### config.mk
export PLATFORM = sky130hd
export DESIGN_NAME = sdspi_card_emu_flat
export DESIGN_NICKNAME = d
export VERILOG_FILES = /design/src/rtl/sdspi_card_emu_if.sv /design/src/rtl/sdspi_card_emu.sv /design/src/flat_wrapper.sv
export SDC_FILE = /design/constraint.sdc
export NUM_CORES = 1
export LEC_CHECK = 0
export ABC_AREA = 0
export BUFFER_PORTS_ARGS = -buffer_cell sky130_fd_sc_hd__buf_2
export CAP_MARGIN = 20
export CORE_ASPECT_RATIO = 1.4
export CORE_MARGIN = 5
export CORE_UTILIZATION = 54
export DETAILED_ROUTE_END_ITERATION = 10
export PLACE_DENSITY = 0.77
export SYNTH_ARGS = -nofsm -noshare
export SYNTH_HDL_FRONTEND = slang
export SYNTH_SLANG_ARGS = --single-unit
### constraint.sdc
create_clock -name clk_i -period 2.6 [get_ports clk_i]
set_input_delay 0.39 -clock clk_i [delete_from_list [all_inputs] [get_ports clk_i]]
set_output_delay 0.39 -clock clk_i [all_outputs]
set_load 0.01 [all_outputs]
### src/rtl/sdspi_card_emu_if.sv
// SPI link plus status outputs of the SD card emulator; the host side drives sclk/cs/mosi.
interface sdspi_card_emu_if;
    logic        sclk;
    logic        cs;
    logic        mosi;
    logic        miso;
    logic        cmd_valid;
    logic [5:0]  cmd_index;
    logic [31:0] cmd_arg;
    logic        card_idle;
    logic [31:0] blocks_sent;

    modport master (
        output sclk, cs, mosi,
        input  miso, cmd_valid, cmd_index, cmd_arg, card_idle, blocks_sent
    );

    modport slave (
        input  sclk, cs, mosi,
        output miso, cmd_valid, cmd_index, cmd_arg, card_idle, blocks_sent
    );
endinterface

### src/rtl/sdspi_card_emu.sv
// SPI-mode SD card responder: decodes command frames, answers R1/R3/R7 and streams generated read blocks.
module sdspi_card_emu #(
    parameter int INIT_RETRIES = 2,
    parameter int NCR_BYTES    = 1,
    parameter int NAC_BYTES    = 2,
    parameter int BLOCK_BYTES  = 512
) (
    input  logic           clk_i,
    input  logic           rst_ni,
    sdspi_card_emu_if.slave bus
);
    typedef enum logic [2:0] {RX_CMD, NCR, RESP, NAC, TOKEN, DATA, CRC, STOP} state_t;

    localparam logic [7:0]  RETRIES  = 8'(INIT_RETRIES);
    localparam logic [15:0] NCR_CNT0 = 16'(NCR_BYTES - 2);
    localparam logic [15:0] NAC_CNT0 = 16'(NAC_BYTES - 1);
    localparam logic [15:0] BLK_LAST = 16'(BLOCK_BYTES - 1);

    logic [2:0]      sclk_sync_q;
    logic [1:0]      cs_sync_q, mosi_sync_q;
    logic [2:0]      bit_cnt_q;
    logic [6:0]      rx_sr_q;
    logic [7:0]      tx_sr_q;
    logic            miso_q;
    logic            frm_active_q;
    logic [2:0]      frm_cnt_q;
    logic [5:0]      frm_idx_q;
    logic [31:0]     frm_arg_q;
    state_t          state_q;
    logic [15:0]     cnt_q;
    logic [4:0][7:0] resp_q;
    logic [2:0]      resp_last_q;
    logic            xfer_q, multi_q, blk_pend_q, acmd_q, card_idle_q, cmd_valid_q;
    logic [31:0]     addr_q, blocks_q, cmd_arg_q;
    logic [7:0]      retry_q;
    logic [5:0]      cmd_index_q;

    logic            sclk_rise, sclk_fall, byte_done, frame_done, in_xfer, cmd_accept;
    logic [7:0]      rx_byte;
    logic [4:0][7:0] resp_d;
    logic [2:0]      resp_last_d;
    logic            start_xfer_d, acmd_arm_d, retry_inc_d, idle_set_d, idle_clr_d;

    assign sclk_rise  = sclk_sync_q[1] & ~sclk_sync_q[2] & ~cs_sync_q[1];
    assign sclk_fall  = ~sclk_sync_q[1] & sclk_sync_q[2] & ~cs_sync_q[1];
    assign byte_done  = sclk_rise && (bit_cnt_q == 3'd7);
    assign rx_byte    = {rx_sr_q, mosi_sync_q[1]};
    assign frame_done = byte_done && frm_active_q && (frm_cnt_q == 3'd5);
    assign in_xfer    = (state_q == NAC) || (state_q == TOKEN) || (state_q == DATA) || (state_q == CRC);
    // Mid-transfer only CMD12 is acted on; every other frame is silently dropped.
    assign cmd_accept = frame_done && ((state_q == RX_CMD) || (in_xfer && frm_idx_q == 6'd12));

    always_comb begin
        resp_d       = {5{8'hFF}};
        resp_d[0]    = {7'b0, card_idle_q};
        resp_last_d  = 3'd0;
        start_xfer_d = 1'b0;
        acmd_arm_d   = 1'b0;
        retry_inc_d  = 1'b0;
        idle_set_d   = 1'b0;
        idle_clr_d   = 1'b0;
        case (frm_idx_q)
            6'd0: begin
                resp_d[0]  = 8'h01;
                idle_set_d = 1'b1;
            end
            6'd8: begin
                resp_d      = {frm_arg_q[7:0], 8'h01, 8'h00, 8'h00, 8'h01};
                resp_last_d = 3'd4;
            end
            6'd55: acmd_arm_d = 1'b1;
            6'd41: begin
                if (!acmd_q) begin
                    resp_d[0] = {5'b0, 1'b1, 1'b0, card_idle_q};
                end else if (retry_q < RETRIES) begin
                    resp_d[0]   = 8'h01;
                    retry_inc_d = 1'b1;
                end else begin
                    resp_d[0]  = 8'h00;
                    idle_clr_d = 1'b1;
                end
            end
            6'd58: begin
                resp_d      = {8'h00, 8'h80, 8'hFF, 8'hC0, {7'b0, card_idle_q}};
                resp_last_d = 3'd4;
            end
            6'd12, 6'd16: ;
            6'd17, 6'd18: begin
                resp_d[0]    = card_idle_q ? 8'h05 : 8'h00;
                start_xfer_d = ~card_idle_q;
            end
            default: resp_d[0] = {5'b0, 1'b1, 1'b0, card_idle_q};
        endcase
    end

    always_ff @(posedge clk_i or negedge rst_ni) begin
        if (!rst_ni) begin
            sclk_sync_q  <= '0;
            cs_sync_q    <= 2'b11;
            mosi_sync_q  <= 2'b11;
            bit_cnt_q    <= '0;
            rx_sr_q      <= '0;
            tx_sr_q      <= 8'hFF;
            miso_q       <= 1'b1;
            frm_active_q <= 1'b0;
            frm_cnt_q    <= '0;
            frm_idx_q    <= '0;
            frm_arg_q    <= '0;
            state_q      <= RX_CMD;
            cnt_q        <= '0;
            resp_q       <= '0;
            resp_last_q  <= '0;
            xfer_q       <= 1'b0;
            multi_q      <= 1'b0;
            blk_pend_q   <= 1'b0;
            acmd_q       <= 1'b0;
            card_idle_q  <= 1'b1;
            cmd_valid_q  <= 1'b0;
            addr_q       <= '0;
            blocks_q     <= '0;
            cmd_arg_q    <= '0;
            cmd_index_q  <= '0;
            retry_q      <= '0;
        end else begin
            sclk_sync_q <= {sclk_sync_q[1:0], bus.sclk};
            cs_sync_q   <= {cs_sync_q[0], bus.cs};
            mosi_sync_q <= {mosi_sync_q[0], bus.mosi};
            cmd_valid_q <= 1'b0;
            if (cs_sync_q[1]) begin
                bit_cnt_q    <= '0;
                tx_sr_q      <= 8'hFF;
                miso_q       <= 1'b1;
                frm_active_q <= 1'b0;
                state_q      <= RX_CMD;
                blk_pend_q   <= 1'b0;
            end else begin
                if (sclk_fall) begin
                    miso_q  <= tx_sr_q[7];
                    tx_sr_q <= {tx_sr_q[6:0], 1'b1};
                end
                if (sclk_rise) begin
                    rx_sr_q   <= rx_byte[6:0];
                    bit_cnt_q <= bit_cnt_q + 3'd1;
                end
                if (byte_done) begin
                    if (!frm_active_q) begin
                        if (rx_byte[7:6] == 2'b01) begin
                            frm_active_q <= 1'b1;
                            frm_cnt_q    <= 3'd1;
                            frm_idx_q    <= rx_byte[5:0];
                        end
                    end else begin
                        if (frm_cnt_q == 3'd5) frm_active_q <= 1'b0;
                        else                   frm_arg_q    <= {frm_arg_q[23:0], rx_byte};
                        frm_cnt_q <= frm_cnt_q + 3'd1;
                    end
                    // A block counts once its last CRC byte has actually gone out.
                    if (blk_pend_q) begin
                        blocks_q   <= blocks_q + 32'd1;
                        blk_pend_q <= 1'b0;
                    end
                    if (cmd_accept) begin
                        cmd_valid_q <= 1'b1;
                        cmd_index_q <= frm_idx_q;
                        cmd_arg_q   <= frm_arg_q;
                    end
                    case (state_q)
                        RX_CMD: begin
                            tx_sr_q <= 8'hFF;
                            if (cmd_accept) begin
                                resp_q      <= resp_d;
                                resp_last_q <= resp_last_d;
                                xfer_q      <= start_xfer_d;
                                multi_q     <= (frm_idx_q == 6'd18);
                                addr_q      <= frm_arg_q;
                                acmd_q      <= acmd_arm_d;
                                if (idle_set_d) begin
                                    card_idle_q <= 1'b1;
                                    retry_q     <= '0;
                                end
                                if (retry_inc_d) retry_q <= retry_q + 8'd1;
                                if (idle_clr_d) card_idle_q <= 1'b0;
                                if (NCR_BYTES > 1) begin
                                    state_q <= NCR;
                                    cnt_q   <= NCR_CNT0;
                                end else begin
                                    state_q <= RESP;
                                    cnt_q   <= '0;
                                end
                            end
                        end
                        NCR: begin
                            tx_sr_q <= 8'hFF;
                            if (cnt_q == '0) state_q <= RESP;
                            else             cnt_q   <= cnt_q - 16'd1;
                        end
                        RESP: begin
                            tx_sr_q <= resp_q[cnt_q[2:0]];
                            if (cnt_q[2:0] == resp_last_q) begin
                                state_q <= xfer_q ? NAC : RX_CMD;
                                cnt_q   <= NAC_CNT0;
                            end else begin
                                cnt_q <= cnt_q + 16'd1;
                            end
                        end
                        NAC: begin
                            tx_sr_q <= 8'hFF;
                            if (cnt_q == '0) state_q <= TOKEN;
                            else             cnt_q   <= cnt_q - 16'd1;
                        end
                        TOKEN: begin
                            tx_sr_q <= 8'hFE;
                            state_q <= DATA;
                            cnt_q   <= '0;
                        end
                        DATA: begin
                            tx_sr_q <= addr_q[7:0] ^ cnt_q[7:0];
                            if (cnt_q == BLK_LAST) begin
                                state_q <= CRC;
                                cnt_q   <= '0;
                            end else begin
                                cnt_q <= cnt_q + 16'd1;
                            end
                        end
                        CRC: begin
                            tx_sr_q <= 8'hFF;
                            if (cnt_q[0]) begin
                                blk_pend_q <= 1'b1;
                                if (multi_q) begin
                                    state_q <= NAC;
                                    cnt_q   <= NAC_CNT0;
                                    addr_q  <= addr_q + 32'd1;
                                end else begin
                                    state_q <= RX_CMD;
                                end
                            end else begin
                                cnt_q <= 16'd1;
                            end
                        end
                        STOP: begin
                            tx_sr_q <= 8'h00;
                            state_q <= RX_CMD;
                        end
                        default: state_q <= RX_CMD;
                    endcase
                    // CMD12 inside a transfer: one stuff byte now, R1 0x00 from STOP next.
                    if (in_xfer && cmd_accept) begin
                        tx_sr_q    <= 8'hFF;
                        state_q    <= STOP;
                        blk_pend_q <= 1'b0;
                    end
                end
            end
        end
    end

    assign bus.miso        = miso_q;
    assign bus.cmd_valid   = cmd_valid_q;
    assign bus.cmd_index   = cmd_index_q;
    assign bus.cmd_arg     = cmd_arg_q;
    assign bus.card_idle   = card_idle_q;
    assign bus.blocks_sent = blocks_q;
endmodule

### src/flat_wrapper.sv
// flat-port wrapper written by rule: the top's interface ports become plain ports
module sdspi_card_emu_flat 
#(
    parameter int INIT_RETRIES = 2,
    parameter int NCR_BYTES    = 1,
    parameter int NAC_BYTES    = 2,
    parameter int BLOCK_BYTES  = 512
)
  (clk_i, rst_ni, bus_sclk, bus_cs, bus_mosi, bus_miso, bus_cmd_valid, bus_cmd_index, bus_cmd_arg, bus_card_idle, bus_blocks_sent);
  sdspi_card_emu_if bus_i ();
  input  logic clk_i;
  input  logic rst_ni;
  input wire logic [$bits(bus_i.sclk)-1:0] bus_sclk;
  input wire logic [$bits(bus_i.cs)-1:0] bus_cs;
  input wire logic [$bits(bus_i.mosi)-1:0] bus_mosi;
  output wire logic [$bits(bus_i.miso)-1:0] bus_miso;
  output wire logic [$bits(bus_i.cmd_valid)-1:0] bus_cmd_valid;
  output wire logic [$bits(bus_i.cmd_index)-1:0] bus_cmd_index;
  output wire logic [$bits(bus_i.cmd_arg)-1:0] bus_cmd_arg;
  output wire logic [$bits(bus_i.card_idle)-1:0] bus_card_idle;
  output wire logic [$bits(bus_i.blocks_sent)-1:0] bus_blocks_sent;
  assign bus_i.sclk = bus_sclk;
  assign bus_i.cs = bus_cs;
  assign bus_i.mosi = bus_mosi;
  assign bus_miso = bus_i.miso;
  assign bus_cmd_valid = bus_i.cmd_valid;
  assign bus_cmd_index = bus_i.cmd_index;
  assign bus_cmd_arg = bus_i.cmd_arg;
  assign bus_card_idle = bus_i.card_idle;
  assign bus_blocks_sent = bus_i.blocks_sent;
  sdspi_card_emu #(.INIT_RETRIES(INIT_RETRIES), .NCR_BYTES(NCR_BYTES), .NAC_BYTES(NAC_BYTES), .BLOCK_BYTES(BLOCK_BYTES)) u_core (.clk_i(clk_i), .rst_ni(rst_ni), .bus(bus_i));
endmodule
==> metrics <==
Critical Path Fanout Max 9; depth of the worst hold-timing path 1; number of filler cells placed in the layout 1445; Die Footprint ~20000 um^2; Finished Layout Cells 1268; Placed Instance Area 10100 um^2; Iter 0 DRT Violations roughly 620; post-synth cell types 76; Synth Flop Type sky130_fd_sc_hd__dfrtp_1; fraction of layout instances using a drive strength above 1 21.7%; data required time of the worst path 2910 ps; r2r endpoint u_core.cnt_q[3]; setup repair after global routing missed its margin false; level count of the clock H-tree 4; average footprint of a synthesized cell between 9 and 10 um^2; synthesized netlist cell count 943; largest area contributor in the synthesized netlist sky130_fd_sc_hd__dfrtp_1; pin count of the biggest net entering global routing 73; critical path's slowest cell sky130_fd_sc_hd__nor4_1; cell class contributing the biggest share of worst-path delay simple AND/OR/NAND/NOR gates; Placement Rows 57; final net count 1034; Clk pin slew, worst setup/hold paths roughly 70 ps; Inserted Diodes 0; Inst Count DP between 1000 and 1500; EDFF count, synth 0; Clock Path Buffers 2; GP Congestion 0.885; global-route wire length before repair about 37 mm; register-to-register setup slack around 200 ps; total global routing track utilization 22.3%; area of the placeable core 17300 um^2; Congestion Overflow GR 0; stage delay of the slowest cell on the critical path 500 ps; area overhead of the layout relative to synthesis 14.7%; largest cells by area after synthesis sky130_fd_sc_hd__dfrtp_1 48%, sky130_fd_sc_hd__nand2_1 7.2%, sky130_fd_sc_hd__mux2_2 6.0%; total routed wirelength 21.6 mm; kind of start point of the critical path flop; maximum VDD drop 486 uV; measured slew at the worst slew-check pin 688 ps; Final Hold Violating Endpoints 0; Skew-Pair Late Insertion Delay 440 ps; status finished, final reports clean; Period Utilization, post-route 92.2%; minimum clock period 2400 ps; per-cell routed wire length 17.0 um; power per cell area around 560 nW/um^2; Setup TNS 0 ps; synthesized cell area about 9400 um^2; # setup viols final 0; Remaining DRCs 0; vias per std cell 5.72; area share of the largest cell type after synthesis between 40% and 50%; die span in y 166 um; sequence of cells on the critical path nor4_1 -> a41oi_1 -> or2_1 -> a22oi_1 -> o22ai_1 -> a22o_1; part of the Yosys area used for sequential elements 51.6%; Min-Delay Endpoint u_core.mosi_sync_q[0]; Root Buffer Master sky130_fd_sc_hd__clkbuf_16; Hold Path Class input pin to flop; area of all placed cells without fillers 10800 um^2; Layout Skew 20.0 ps; reg2reg path depth 6; number of iterations in the first detailed-routing pass 5; number of max-slew violations in the final report 0; maximum frequency from static timing analysis 417 MHz; Slew Limit Headroom 54.0%; Max-cap violations 0; number of antenna-violating nets in the routed design 0; TritonCTS clock tree built; via count 7254; Leak Pwr 5.37 nW; register bit count reported by yosys between 150 and 200; total clock buffers created by CTS 17; Net Count, Synth 958; io pins between 70 and 80; start of the worst register-to-register path u_core.cnt_q[14]; critical setup path kind flop to flop; total half-perimeter wirelength after legalization and detailed placement 15.0 mm; number of clock sinks seen by CTS about 190; buffering stage count on the worst path with inverters included 0; min-delay src bus_mosi; via count of the first global-routing pass 7268; die width ~120 um; Port Buf Inserts 77; Yosys warning total 0; proportion of register bits with asynchronous set or reset after synthesis 100%; starting density of the core 54.4%; number of antenna violations at the first check in global routing 0; arrival time reported for the critical path endpoint 2710 ps; element type at the critical path end flop
[how the worst max path moves through the flow]
stage,startpoint,to,slack (ps),cells after the start
2_1_floorplan,u_core.cnt_q[0],u_core.cnt_q[12],320,8
3_3_place_gp,u_core.cnt_q[14],u_core.cnt_q[3],210,6
3_5_place_dp,u_core.bit_cnt_q[0],u_core.state_q[2],180,8
4_1_cts,u_core.bit_cnt_q[0],u_core.state_q[1],150,8
5_1_grt,u_core.cnt_q[14],u_core.cnt_q[3],50,6
6_report,u_core.cnt_q[14],u_core.cnt_q[3],200,6
[report_power, final]
group,internal [mW],total [mW],leakage (nW),switching [mW]
Combinational,0.0666,0.164,2.44,0.0979
Sequential,3.07,3.12,2.63,0.0518
Clock,1.48,2.69,0.299,1.21
Total,4.62,5.98,5.37,1.36
[per-layer routing]
layer	wire, um	track usage (%)
met2	11100	37.5
met1	8940	28.1
met3	739	3.92
met5	0	0
met4	827	9.90
[registers in the layout, summed over array words and instances, names as in the netlist, 3 cells and up]
register and cells:
u_core.resp_q 13, u_core.frm_cnt_q 3, u_core.bus.cmd_index 6, u_core.retry_q 8, u_core.frm_idx_q 6, u_core.bus.cmd_arg 32, u_core.state_q 3, u_core.frm_arg_q 32
u_core.sclk_sync_q 3, u_core.tx_sr_q 8, u_core.bit_cnt_q 3, u_core.bus.blocks_sent 32, u_core.rx_sr_q 7, u_core.cnt_q 16, u_core.addr_q 8
[synthesized netlist by cell type (all sizes together) (8+ instances only)]
cell      n
mux2     50
ha       10
inv      15
nor3     14
nand2   180
o21ai    57
a31oi    11
dfrtp   179
clkbuf   30
nand3    42
buf      24
xor2     18
a22o     13
a21o      8
and3     16
nand4    11
nor2     59
xnor2    35
o22ai    10
a21oi    37
dfstp    14
[kinds of logic (layout without fill, tap and decap cells)]
family	count (synthesis)	count (layout)	share of synthesized area, %
XOR/XNOR	53	53	4.94
flip-flops	193	193	51.6
AO/OA/AOI/OAI	187	187	13.4
buffers and inverters	71	160	3.16
multiplexers	58	58	6.98
AND/OR/NAND/NOR	371	371	18.6
adder cells (fa/ha/maj)	10	10	1.33
[cell type report]
type	instances	area [um^2]	share of cell area (%)
inverter	17	63.8	0.593
multi-input combinational	679	4250	39.4
clock inverter	13	169	1.57
clock buffer	19	443	4.11
timing repair buffer	111	702	6.52
tap	236	295	2.74
sequential	193	4850	45.0
[worst reg2reg max path, cell delays in order, from the launching register on]
cell and delay [ps]:
sky130_fd_sc_hd__dfrtp_1 450, sky130_fd_sc_hd__nor4_1 500, sky130_fd_sc_hd__a41oi_1 360, sky130_fd_sc_hd__or2_1 460, sky130_fd_sc_hd__a22oi_1 230, sky130_fd_sc_hd__o22ai_1 100, sky130_fd_sc_hd__a22o_1 190
[placed cells by master, fill, tap and decap left out, types with 10 or more instances in the layout]
cell type	netlist	final
sky130_fd_sc_hd__nand2_1	180	180
sky130_fd_sc_hd__dfrtp_1	179	179
sky130_fd_sc_hd__buf_2	15	76
sky130_fd_sc_hd__nor2_1	59	59
sky130_fd_sc_hd__o21ai_0	55	55
sky130_fd_sc_hd__mux2_2	50	50
sky130_fd_sc_hd__nand3_1	41	41
sky130_fd_sc_hd__a21oi_1	37	37
sky130_fd_sc_hd__xnor2_1	35	35
sky130_fd_sc_hd__buf_4	1	29
sky130_fd_sc_hd__xor2_1	18	18
sky130_fd_sc_hd__clkbuf_16	0	17
sky130_fd_sc_hd__and3_1	16	16
sky130_fd_sc_hd__inv_1	15	15
sky130_fd_sc_hd__dfstp_2	14	14
sky130_fd_sc_hd__nor3_1	13	13
sky130_fd_sc_hd__a22o_1	13	13
sky130_fd_sc_hd__nand4_1	11	11
sky130_fd_sc_hd__a31oi_1	11	11
sky130_fd_sc_hd__o22ai_1	10	10
sky130_fd_sc_hd__ha_1	10	10
[through the flow]
stage / utilization [%] / total power, mW / hold WS, ps / worst slack, ps
6_report: 62.4 / 5.98 / 48.5 / 203
5_1_grt: 62.4 / 6.21 / 33.7 / 49.7
4_1_cts: 62.4 / 6.04 / 29.6 / 150
3_5_place_dp: 58.8 / 3.35 / 336 / 176
3_3_place_gp: 58.8 / 3.35 / 334 / 206
2_1_floorplan: - / 3.24 / 94.4 / 320
[timing repair]
item                       4_1_cts  5_1_grt
setup endpoints to repair        0        2
hold buffers                     1        0
buffers inserted                 0        0
resized for setup                0        1
hold endpoints to repair        20        0
No activity file was read; power rests on OpenSTA's default activity.
